[src/rtl/reg_select_debouncer.sv]
// ----------------------------------------------------------------------------
// reg_select_debouncer
//
// Front-end for the register-select path. Four raw push-buttons are
// synchronised (2 flops per bit) and debounced by per-button counters. Each
// debounced rising edge (press) loads a one-hot register-select word. When
// several presses arrive together, the lowest index wins. SEL is never
// all-zero, so the downstream 4-to-2 priority converter is always defined.
//
// Optional feature: define REG_SEL_LOCK_EN to add the LOCK input. While LOCK=1,
// presses are discarded. Debounce and press history keep running.
//
// Parameters
//   CNT_W            width of each per-button debounce counter
//   DEBOUNCE_CYCLES  consecutive stable cycles before a level is accepted
//                    (1 .. 2^CNT_W-1)
// Ports
//   CLK     in   system clock, rising edge
//   RST_N   in   asynchronous active-low reset
//   BTN     in   [3:0] raw button levels (async to CLK), 1 = pressed
//   LOCK    in   (REG_SEL_LOCK_EN only) 1 = ignore presses
//   SEL     out  [3:0] one-hot register select, held until next accepted press
//   NEW     out  one-cycle pulse on the edge where SEL is (re)loaded
//   STABLE  out  [3:0] debounced button levels
// ----------------------------------------------------------------------------
module reg_select_debouncer #(
    parameter int unsigned CNT_W           = 20,
    parameter int unsigned DEBOUNCE_CYCLES = 500000
) (
    input  logic       CLK,
    input  logic       RST_N,
    input  logic [3:0] BTN,
`ifdef REG_SEL_LOCK_EN
    input  logic       LOCK,
`endif
    output logic [3:0] SEL,
    output logic       NEW,
    output logic [3:0] STABLE
);

    localparam logic [CNT_W-1:0] CntMax = CNT_W'(DEBOUNCE_CYCLES - 1);

    logic [3:0]       sync1_q, sync2_q;
    logic [3:0]       stable_q, stable_d;
    logic [3:0]       hist_q;
    logic [CNT_W-1:0] cnt_q [4];
    logic [CNT_W-1:0] cnt_d [4];
    logic [3:0]       sel_q, sel_d;
    logic             new_q, new_d;
    logic [3:0]       press;

    // Debounce: count consecutive cycles where the synchronised level differs
    // from the accepted level; any return to the accepted level clears it.
    always_comb begin
        stable_d = stable_q;
        for (int i = 0; i < 4; i++) begin
            cnt_d[i] = '0;
            if (sync2_q[i] != stable_q[i]) begin
                if (cnt_q[i] >= CntMax) begin
                    stable_d[i] = sync2_q[i];
                end else begin
                    cnt_d[i] = cnt_q[i] + CNT_W'(1);
                end
            end
        end
    end

    // Press is a debounced rising edge, optionally masked by LOCK.
    always_comb begin
        press = stable_q & ~hist_q;
`ifdef REG_SEL_LOCK_EN
        if (LOCK) begin
            press = 4'b0000;
        end
`endif
    end

    // Select latch: scanning downward leaves the lowest set press bit last.
    always_comb begin
        sel_d = sel_q;
        new_d = 1'b0;
        if (press != 4'b0000) begin
            new_d = 1'b1;
            for (int i = 3; i >= 0; i--) begin
                if (press[i]) begin
                    sel_d    = 4'b0000;
                    sel_d[i] = 1'b1;
                end
            end
        end
    end

    always_ff @(posedge CLK or negedge RST_N) begin
        if (!RST_N) begin
            sync1_q  <= 4'b0000;
            sync2_q  <= 4'b0000;
            stable_q <= 4'b0000;
            hist_q   <= 4'b0000;
            sel_q    <= 4'b0001;
            new_q    <= 1'b0;
            for (int i = 0; i < 4; i++) begin
                cnt_q[i] <= '0;
            end
        end else begin
            sync1_q  <= BTN;
            sync2_q  <= sync1_q;
            stable_q <= stable_d;
            hist_q   <= stable_q;
            sel_q    <= sel_d;
            new_q    <= new_d;
            for (int i = 0; i < 4; i++) begin
                cnt_q[i] <= cnt_d[i];
            end
        end
    end

    assign SEL    = sel_q;
    assign NEW    = new_q;
    assign STABLE = stable_q;

endmodule

[config.mk]
export PLATFORM = sky130hd
export DESIGN_NAME = reg_select_debouncer
export DESIGN_NICKNAME = d
export VERILOG_FILES = /design/src/rtl/reg_select_debouncer.sv
export SDC_FILE = /design/constraint.sdc
export NUM_CORES = 1
export LEC_CHECK = 0
export BUFFER_PORTS_ARGS = -buffer_cell sky130_fd_sc_hd__buf_2
export CAP_MARGIN = 25
export CORE_ASPECT_RATIO = 1.5
export CORE_UTILIZATION = 45
export DETAILED_ROUTE_END_ITERATION = 16
export PLACE_DENSITY_LB_ADDON = 0.1
export SLEW_MARGIN = 5
export SYNTH_ARGS = -nofsm -noshare
export SYNTH_HDL_FRONTEND = slang
export SYNTH_SLANG_ARGS = --single-unit
[constraint.sdc]
create_clock -name CLK -period 2.4 [get_ports CLK]
set_input_delay 0.36 -clock CLK [delete_from_list [all_inputs] [get_ports CLK]]
set_output_delay 0.36 -clock CLK [all_outputs]
set_load 0.01 [all_outputs]
; ---- Word-level counts from Yosys, hierarchy flattened
; Index checks and enable logic that the tools add are counted.
; Widths: inputs -> output; s select.
[word_totals]
wordCells = 45
register_bits = 101
out_inout_bits = 9
in_bits = 6
[op_classes]
addsub = 4
n_lt_le_gt_ge = 4
n_reduce_logical = 5
bitwise = 2
n_mux = 13
eq_ne = 4
[op_table]
columns = cell, n
row1 = $mux 20, 8
row2 = $add 20x1->20 const B, 4
row3 = $ge 20x19->1 const B, 4
row4 = $mux 4, 4
row5 = $reduce_and 2->1, 4
row6 = $and 4x4->4, 1
row7 = $ne 1x1->1, 4
row8 = $not 4->4, 1
row9 = $reduce_bool 4->1, 1
row10 = $mux 1, 1

; ---- Logic depth before layout (Yosys ltp)
; Gate-level depths: netlist of the first run.
[logic_depth]
ltp_word = 6
mapped_depth = 8
depth_no_buf = 5

; ---- Least setup slack after synthesis of the first run
; Ideal clock, no wire load.
[synth_path]
path_kind = reg-to-reg
startpoint = register cnt_q[20] (netlist name)
endpoint = register cnt_q[27] (netlist name)
setup_slack_ns = 0.527
setup_ns = 0.071
path_stages_with_launch = 9
path_buffers = 3
required_ns = 2.329
arrival_time_ns = 1.802
period_less_slack_ns = 1.873
cell_sequence = dfrtp_1 > ha_1 > and4_1 > clkbuf_1 > nand3b_1 > a211o_1 > buf_2 > buf_2 > nor2_1
[synth_lines]
columns = item, line_no
row1 = from (decl), 46  ; logic [CNT_W-1:0] cnt_q [4];
row2 = "from (signal, indexed assignment)", 112  ; cnt_q[i] <= cnt_d[i];

==> metrics list, run 1 <==
- Outcome: finished clean
- For the worst setup path, the data required time is 2.63 ns.
- Most repeated cell in the gate-level netlist after synthesis: dfrtp_1
* Total count of max-transition violations in the final report: 0
- Primary flip-flop cell chosen by synthesis mapping: dfrtp_1
- Portion of total power attributed to the clock network: 41.3%
* Critical Path Fanout Max: 19
- Headroom to the max-slew limit came out at 54.7%.
- In this run the post-CTS setup repair buffer count came out at 0.
- Cells with a size suffix above 1 make up 9.07% of the layout.
* Max H-tree Level: 3
- Entering global routing, the biggest net connects 64 pins.
* Final global-route overflow total: 0
* Synth top cells by count: 100 x dfrtp_1, 65 x nor2_1, 32 x xnor2_1, 29 x a21oi_1
- Leakage dissipation: 2.12 nW
* Proportion of power drawn by combinational gates: 5.7%
- I/O Pins: 15
- Setup repair after global routing left no endpoint under its margin.
* Row count: 45
- Initial standard-cell utilization of the core: 46.5%
- In this run the tool buffered the top-level ports with 14 buffer cells.
- Once detail routing completed, the nets flagged for antenna violations numbered 0.
* First DRT Iteration DRCs: 163
- 0 antenna diodes ended up in the layout.
- Hold buffer count at CTS: 0
- The global routing stage identified its most utilized layer as met2.
- The HPWL after detailed placement is 5940 µm.
- Sequential element share of the synthesized area: 53.4%
- Summed over all failing endpoints, the final setup total negative slack is 0 ns.
- Global-route wire length before repair: 15200 µm
- Data on the critical path arrives at its endpoint at 2.32 ns.
* Number of synthesis warnings: 0
* Library cells used by synthesis: 42
- In the routed layout, each cell is associated on average with a via count of 5.26.
- Pwr/cell area: 640 mW/mm²
- After layout, the worst path uses 86.9% of the clock period.
- Routed length per placed instance: 13.4 µm
- Via count of the first global-routing pass: 3369
- Clock skew: 0.00444 ns
* Met2 layer usage reported by global route: 30.1%
* Capture point of the worst reg-to-reg path: cnt_q[38]
- The die is 128 µm tall.
- Capturing element of the worst setup path: cnt_q[38]
- Source of the worst register-to-register timing path: cnt_q[34]
- Die width: 85.8 µm
- The first detailed-routing pass took 5 iterations.
- The total area inside the core boundary comes to 0.0102 mm².
- The synthesized design spends more area on one cell type than any other, namely dfrtp_1.
- CTS clk-pin slew, worst paths: 0.07 ns
* Overall power consumption: 0.00337 W
- Die Outline Area: 0.0109 mm²
- Counting every sink on the clock net gives 101.
- # nets final: 502
* Startpoint of the worst setup timing path: cnt_q[34]
- The min-delay analysis places its worst path in the category in -> async.
- DR vias: 3351
- Num CTS Buffers: 9
- Switching component of the power: 0.000753 W
* Post-Place Worst Slack: 0.312 ns
* Cell types with the largest area share after synthesis: dfrtp_1 53%, xnor2_1 5.9%, nor2_1 5.2%, xor2_1 3.3%, nand4_1 3.2%
- Routability-driven placement finished with a final weighted congestion of 0.769.
- For this run, the share of the core covered by cells in the final layout is 51.7%.
- Final setup fails: 0
- Crit path kind: reg -> reg
- Depth of the worst register-to-register path: 4
- The worst setup path is captured at a register.
- Yosys mapped a number of flops with a built-in enable equal to 0.
* Gr usage total: 17.5%
- The worst path needs 2.09 ns of the cycle, external delays included.
* Final Hold Viols: 0
* Part of the total power dissipated in sequential elements: 53.0%
* Final wirelength: 8540 µm
* TritonCTS clock tree: built
* Met1 capacity usage during global routing: 21.5%
* FF+latch count, synth: 101
* VDD IR max: 0.379 mV
- In the routed design, unresolved DRC markers number 0.
- CP startpoint kind: register
- The setup check on the worst reg-to-reg path leaves a slack of 0.31 ns.
* Post-layout worst setup margin: 0.314 ns
- In this run the cell area of the synthesized design comes to 0.00473 mm².
* Hold slack: 0.0123 ns
- Slew at the pin closest to its max-slew limit: 0.673 ns
* Pint: 0.00262 W
- After synthesis, the mean cell area works out to 10.1 µm².
- Synth async-reset ratio: 100%
- PostCTS Resize Cnt: 0
* Max frequency: 479 MHz
- Clock latency on the worst-skew pair: 0.34 ns
* Top cell type's share of synthesized area: 52.9%
- Met3 layer usage reported by global route: 2.71%
* Number of instances in the synthesized netlist: 471
- In this run the clock root is driven by a clkbuf_16.
- Clock tree buffer depth: 2
- Number of max-cap violations: 0
* Share of total power consumed by net switching: 22.3%
- Area overhead of the layout relative to synthesis: 11.3%
- Number of antenna violations at the first check in global routing: 0
## per-layer routing
layer	up-vias	part of all wire (%)
met1	1617	45
met2	35	50
met3	13	2.0
li1	1686	-
met4	0	2.2
met5	-	0
## logic make-up after synthesis
logic type | count (synthesis) | share of synthesized area (%)
other | 1 | 0.0792
AOI/OAI and AO/OA | 63 | 8.03
adders and majority gates | 4 | 1.06
and+or+nand+nor | 217 | 24.4
buffers and inverters | 31 | 2.77
xor gates and xnor gates | 50 | 9.25
DFF | 101 | 53.4
muxes | 4 | 0.951
## placed cells by master, fill, tap and decap left out, types with 18 or more instances in the layout
cell     synthesis  layout
dfrtp_1        100     100
nor2_1          65      65
nor3_1          23      23
nand3_1         21      21
inv_1           18      18
xor2_1          18      18
a21oi_1         29      29
nand4_1         24      24
xnor2_1         32      32
nand2_1         24      24
## registers in the layout, summed over array words and instances (netlist names)
register and flops:
STABLE 4, sync2_q 4, sync1_q 4, SEL 4, cnt_q 80, NEW 1, hist_q 4
## per-stage QoR
stage               instance area (µm²)  cells
detailed placement                 4990    622
global placement                   4990    622
floorplan                          4750    474
finish                             5270    637
global route                       5270    637
CTS                                5270    637
## power by group through the flow
stage,Combinational [W],Sequential [W],Clock (W)
floorplan,0.000101,0.00182,0
global placement,0.000196,0.00182,0
detailed placement,0.000199,0.00182,0
CTS,0.000199,0.00179,0.00144
global route,0.000222,0.00179,0.00151
finish,0.000192,0.00179,0.00139
## layout make-up
class / instances / area, µm²
fill: 936 / 4920
timing repair buffer: 20 / 130
clock inverter: 5 / 52.6
inverter: 18 / 67.6
multi-input combinational: 342 / 2090
sequential: 101 / 2530
clock buffer: 10 / 229
tap: 141 / 176
## how the worst min path moves through the flow
stage / cells past startpoint / endpoint
after global placement: 0 / sync2_q[0]
after global routing: 2 / cnt_q[16]
after detailed placement: 0 / sync2_q[3]
final: 2 / cnt_q[16]
after CTS: 2 / cnt_q[16]
after floorplan: 0 / NEW
## worst max-delay path: stages (launching register included)
cell,delay (ns)
dfrtp_1,0.40
or4b_1,0.52
nor3_1,0.27
a211o_1,0.56
o21ba_1,0.23
Power figures use the tool's default switching activity.
==> run 2, diff against run 1 <==
==> constraint.sdc (replaced) <==
create_clock -name CLK -period 2.51 [get_ports CLK]
set_input_delay 0.3765 -clock CLK [delete_from_list [all_inputs] [get_ports CLK]]
set_output_delay 0.3765 -clock CLK [all_outputs]
set_load 0.01 [all_outputs]
==> metrics list, run 2 (synthesis results as in run 1) <==
- CTS clk-pin slew, worst paths: 0.07 ns
- Slowest-stage cell, CP: a211o_1
* Critical Path Fanout Max: 19
- In the final layout, the share of cells above drive strength 1 is 8.89%.
* Pint: 0.00244 W
- Adding up every negative setup slack in the final design gives 0 ns.
- Buffers added to address setup during post-CTS repair amount to 0.
- The final layout contains 500 nets.
- The core region is 0.0102 mm².
- TritonCTS clock tree: built
- The share of total power dissipated in the clock network is 40.8%.
- Final global-route overflow total: 0
- Max-slew headroom at the worst pin: 50.6%
- In this run the worst setup path begins at cnt_q[34].
- Subtracting the final worst setup slack from the clock period gives 2.07 ns.
- Part of the cycle the worst path needs: 82.4%
- VDD IR max: 0.356 mV
* Root buffer cell: clkbuf_16
- CP bufs+invs: 0
- Number of antenna violations at the first check in global routing: 0
- Leakage dissipation: 2.11 nW
- Detailed Routing Iterations Pass 1: 4
- CP startpoint kind: register
- Die Ht: 128 µm
- The register with the most flip-flops in the layout has 80 of them.
* Total placed cells including tap cells: 620
- Counting every sink on the clock net gives 101.
* Largest stage delay on the critical path: 0.54 ns
- Total count of max-transition violations in the final report: 0
- Max H-tree Level: 3
- The startpoint identified for the worst register-to-register timing path is cnt_q[34].
- The congestion estimate from routability-driven global placement came to 0.750.
- Number of max-cap violations: 0
- The worst hold path belongs to the class in -> async.
* Critical path, cell by cell: or4b_1, nor3_1, a211o_1, o21ba_1
* Quantity of I/O buffers inserted on ports: 14
- Leaving out fill and tap cells, the most frequent cells in the layout are 100 x dfrtp_1, 65 x nor2_1, 32 x xnor2_1.
- The detail route stage leaves a number of antenna-violating nets equal to 0.
- Gr usage total: 17.4%
- After detailed routing, the number of vias per cell comes to 5.29.
- In this run switching power makes up 23.6% of total power.
- Die width: 85.8 µm
- Setup crit end kind: register
* Proportion of power drawn by combinational gates: 5.7%
- Unrepaired setup endpoints after global routing: false
- Final wirelength: 8600 µm
- Summing over every cut layer, the via total after detailed routing is 3366.
- First DRT Iteration DRCs: 167
- Post-DP HPWL: 5930 µm
* Register with the highest flop count: cnt_q
- Clock tree buffer depth: 2
- The cell family contributing the most delay on the critical path is simple AND/OR/NAND/NOR gates.
- Maximum number of pins on one net before global-route repair: 50
* PostCTS Resize Cnt: 0
- For this run, design rule violations remaining after detail routing come to 0.
* Antenna cells: 0
- Setup slack closes at 0.443 ns.
- Leaving out filler cells and counting taps, the final layout contains 636.
- Post-place instance area: 0.00497 mm²
* Required time of the critical path: 2.74 ns
- The die covers 0.0109 mm².
* I/O Pins: 15
* Crit path kind: reg -> reg
- Post-Place Worst Slack: 0.447 ns
- Across the routed clock network, the largest skew measured is 0.00714 ns.
* Pwr/cell area: 608 mW/mm²
- Buffers inserted to repair hold after CTS numbered 0.
- Dividing the detail-routed wire length by the instance count gives 13.5 µm.
* Finished layout cell area: 0.00525 mm²
* Final Hold Viols: 0
* Outcome: finished clean
* Overall power consumption: 0.00319 W
- Via count of the first global-routing pass: 3293
* Area overhead of the layout relative to synthesis: 10.9%
- The analysis attributes to net switching a power of 0.000753 W.
- Setup violations remaining at the end of the flow were counted as 0.
- The share of total power dissipated in sequential elements is 53.5%.
* Row count: 45
* Initial standard-cell utilization of the core: 46.5%
- Clock latency on the worst-skew pair: 0.34 ns
* Global-route wire length before repair: 15000 µm
* Num CTS Buffers: 9
* Max frequency: 484 MHz
- Leaving out fill and tap cells, the most frequent cell in the layout is dfrtp_1.
- At the pin with the least slew margin, the transition time is 0.734 ns.
- Arrival time worst endpoint: 2.30 ns
run 2: cell count changes in the layout (fill, tap and decap cells not counted), sizes merged:
| cell | before | now |
|---|---|---|
| buf | 20 | 18 |
| bufinv | 1 | 0 |
| clkbuf | 10 | 11 |
| inv | 18 | 19 |
run 2: power by group through the flow:
stage | clock, W | combinational, W | sequential, W
3_5_place_dp | 0 | 0.000189 | 0.00174
2_1_floorplan | 0 | 0.0000970 | 0.00174
5_1_grt | 0.00140 | 0.000211 | 0.00171
3_3_place_gp | 0 | 0.000183 | 0.00174
6_report | 0.00130 | 0.000182 | 0.00171
4_1_cts | 0.00135 | 0.000190 | 0.00171
run 2: path summary, 6_finish.rpt:
kind / to / slack, ns / cells past startpoint
setup / recovery: cnt_q[38] / 0.44 / 4
hold / removal: cnt_q[16] / 0.04 / 1
setup reg to reg: cnt_q[38] / 0.44 / 4
hold reg to reg: sync2_q[3] / 0.35 / 0
max in group asynchronous: cnt_q[51] / 1.80 / 2
min in group CLK: sync1_q[1] / 0.14 / 1
run 2: area by class of cell:
class	instances	area (µm²)
Fill cell	951	4940
Sequential cell	101	2530
Multi-Input combinational cell	342	2090
Clock buffer	11	243
Tap cell	141	176
Timing Repair Buffer	18	115
Inverter	18	67.6
Clock inverter	5	35.0
run 2: routing by layer:
metal  global-route usage, %  wire length (µm)  vias to the layer above
met4                    6.96               121                        0
li1                        -                 -                     1694
met2                    30.4              4380                       24
met1                    20.6              3910                     1640
met5                       0                 0                        -
met3                    3.94               188                        8
run 2: per-stage QoR:
step           utilization [%]  hold slack, ns
2_1_floorplan                -          0.0809
3_3_place_gp              48.8           0.333
3_5_place_dp              48.8           0.335
4_1_cts                   51.5          0.0688
5_1_grt                   51.5          0.0940
6_report                  51.5          0.0408
run 2: worst reg2reg max path, cell delays in order, from the launching register on:
cell and delay (ns):
dfrtp_1 0.41, or4b_1 0.53, nor3_1 0.24, a211o_1 0.54, o21ba_1 0.23
==> run 3, diff against run 2 <==
==> constraint.sdc (replaced) <==
create_clock -name CLK -period 2.1 [get_ports CLK]
set_input_delay 0.315 -clock CLK [delete_from_list [all_inputs] [get_ports CLK]]
set_output_delay 0.315 -clock CLK [all_outputs]
set_load 0.01 [all_outputs]
==> metrics list, run 3 (synthesis results as in run 1) <==
- 15 I/O pins were placed.
- Traced cell by cell, the critical path runs through ha_1, nand4_4, or4_4, or3_1, a21oi_1.
- Unrepaired setup endpoints after global routing: false
- The worst setup path is launched from a register.
- Mean number of vias per cell: 5.28
- The initial utilization of the core area, before any placement, comes to 46.5%.
* Crit path kind: reg -> reg
- Final global-route overflow total: 0
* Row count: 45
* Max H-tree Level: 3
* Via count of the first global-routing pass: 3433
- Of all nets on the critical path, the largest fanout is 6.
* Area overhead of the layout relative to synthesis: 13.4%
- # clock sinks: 101
- TritonCTS built the clock tree.
* DR vias: 3391
- Across the VDD grid, the largest voltage drop is 0.453 mV.
- The initial antenna violation count was 0.
* Total count of max-transition violations in the final report: 0
- Fill count: 944
- Slowest-stage cell, CP: or4_4
- Routed length per placed instance: 13.6 µm
- Maximum number of pins on one net before global-route repair: 40
- The die is 128 µm tall.
* Gr usage total: 18.0%
* Root buffer cell: clkbuf_16
* Clock skew: 0.00700 ns
- Post-CTS timing repair inserted 0 buffers for setup.
* First DRT Iteration DRCs: 163
* Leakage dissipation: 2.17 nW
* Final setup fails: 0
- # nets final: 506
* Sequential standard cell area: 0.00253 mm²
- Worst Hold Class: in -> reg
- Antenna cells: 0
- CTS clk-pin slew, worst paths: 0.07 ns
* Final critical-path required period: 1.92 ns
- Based on the critical path, the design can be clocked at up to 522 MHz.
- For the pin with the worst max-slew slack, the measured transition is 0.567 ns.
- The final layout contains routed wiring with a total length of 8730 µm.
* Detailed Routing Iterations Pass 1: 4
- The count of nets left with antenna violations once routing finished came out at 0.
* Max-slew headroom at the worst pin: 61.9%
- The register with the most flip-flops in the final layout is cnt_q.
* Quantity of I/O buffers inserted on ports: 14
- Global-route wire length before repair: 15300 µm
- Utilization of the core after routing: 52.7%
- In this design, the stage delay of the slowest critical-path cell is 0.59 ns.
- Data on the critical path is required at its endpoint by 2.37 ns.
- The flow ran to the end, and the final reports show no timing, DRC or antenna violations.
- Finished layout cell area: 0.00537 mm²
- The worst setup path is captured at a register.
* Most frequent cells in the layout: 100 x dfrtp_1, 65 x nor2_1, 32 x xnor2_1
* Die Outline Area: 0.0109 mm²
* Max FFs per register: 80
- The congestion estimate from routability-driven global placement came to 0.794.
- The library cell used most frequently in the layout, excluding fill and tap cells, is dfrtp_1.
* Clock tree buffer depth: 2
* Num CTS Buffers: 9
- Part of the cycle the worst path needs: 91.2%
* Clock latency on the worst-skew pair: 0.34 ns
- Post-DP HPWL: 6130 µm
* Area taken by multi-input logic gates: 0.00209 mm²
- Number of max-cap violations: 0
- Post-place instance area: 0.00501 mm²
- Die width: 85.8 µm
* Arrival time worst endpoint: 2.18 ns
- Pwr/cell area: 777 mW/mm²
* Area of the core: 0.0102 mm²
- The post-route netlist has 10.2% of its cells at a drive strength greater than 1.
- DRC viols: 0
- The number of endpoints with negative hold slack in the final report is 0.
- Adding up every negative setup slack in the final design gives 0 ns.
run 3: changes by cell type in the layout (fill, tap and decap cells not counted), sizes merged:
cell | before | now
clkbuf | 11 | 10
clkinv | 3 | 2
dlygate4sd3 | 0 | 1
bufinv | 0 | 3
buf | 18 | 23
clkinvlp | 1 | 0
run 3: critical path: cells and delay by family, from the launching register on:
family | cells | cell delay (ns)
fa+ha+maj | 1 | 0.25
simple gates | 3 | 1.09
compound gates | 1 | 0.14
flops | 1 | 0.37
run 3: per-layer routing:
metal | vias to the layer above | share of wire, % | global-route usage (%)
met4 | 0 | 1.9 | 7.84
met1 | 1645 | 46 | 21.3
met5 | - | 0 | 0
li1 | 1706 | - | -
met3 | 11 | 1.9 | 3.88
met2 | 29 | 51 | 31.3
run 3: worst paths after layout:
| check | from | to | slack (ns) | depth (start not counted) |
|---|---|---|---|---|
| min | BTN[0] | sync1_q[0] | 0.08 | 1 |
| max | cnt_q[0] | cnt_q[16] | 0.18 | 5 |
| min in group asynchronous | RST_N | cnt_q[17] | 0.49 | 2 |
| max in group asynchronous | RST_N | cnt_q[10] | 0.97 | 3 |
| max reg2reg | cnt_q[0] | cnt_q[16] | 0.18 | 5 |
| min reg2reg | sync1_q[1] | sync2_q[1] | 0.36 | 0 |
run 3: area by class of cell:
| class | instances | share of cell area (%) |
|---|---|---|
| Timing Repair Buffer | 24 | 3.03 |
| Tap cell | 141 | 3.29 |
| Multi-Input combinational cell | 342 | 38.9 |
| Sequential cell | 101 | 47.1 |
| Clock buffer | 10 | 4.45 |
| Inverter | 18 | 1.26 |
| Clock inverter | 6 | 2.03 |
run 3: stage by stage:
step | worst slack [ns] | hold slack [ns] | total power [W] | cells
6_report | 0.185 | 0.0779 | 0.00417 | 642
2_1_floorplan | 0.227 | 0.0194 | 0.00220 | 474
3_5_place_dp | 0.132 | 0.332 | 0.00231 | 625
4_1_cts | 0.102 | 0.0629 | 0.00424 | 642
5_1_grt | 0.0512 | 0.0577 | 0.00434 | 642
3_3_place_gp | 0.185 | 0.333 | 0.00230 | 625
run 3: timing repair:
item / 4_1_cts / 5_1_grt
hold endpoints to repair: 35 / 0
setup endpoints to repair: 0 / 8
hold buffers: 1 / 0
resized for setup: 0 / 1
run 3: where the power goes:
part | internal (W) | leakage [nW] | total (W) | switching (W)
Sequential | 0.00200 | 1.35 | 0.00204 | 0.0000370
Combinational | 0.0000820 | 0.649 | 0.000224 | 0.000142
Clock | 0.00120 | 0.173 | 0.00191 | 0.000711
Total | 0.00328 | 2.17 | 0.00417 | 0.000890
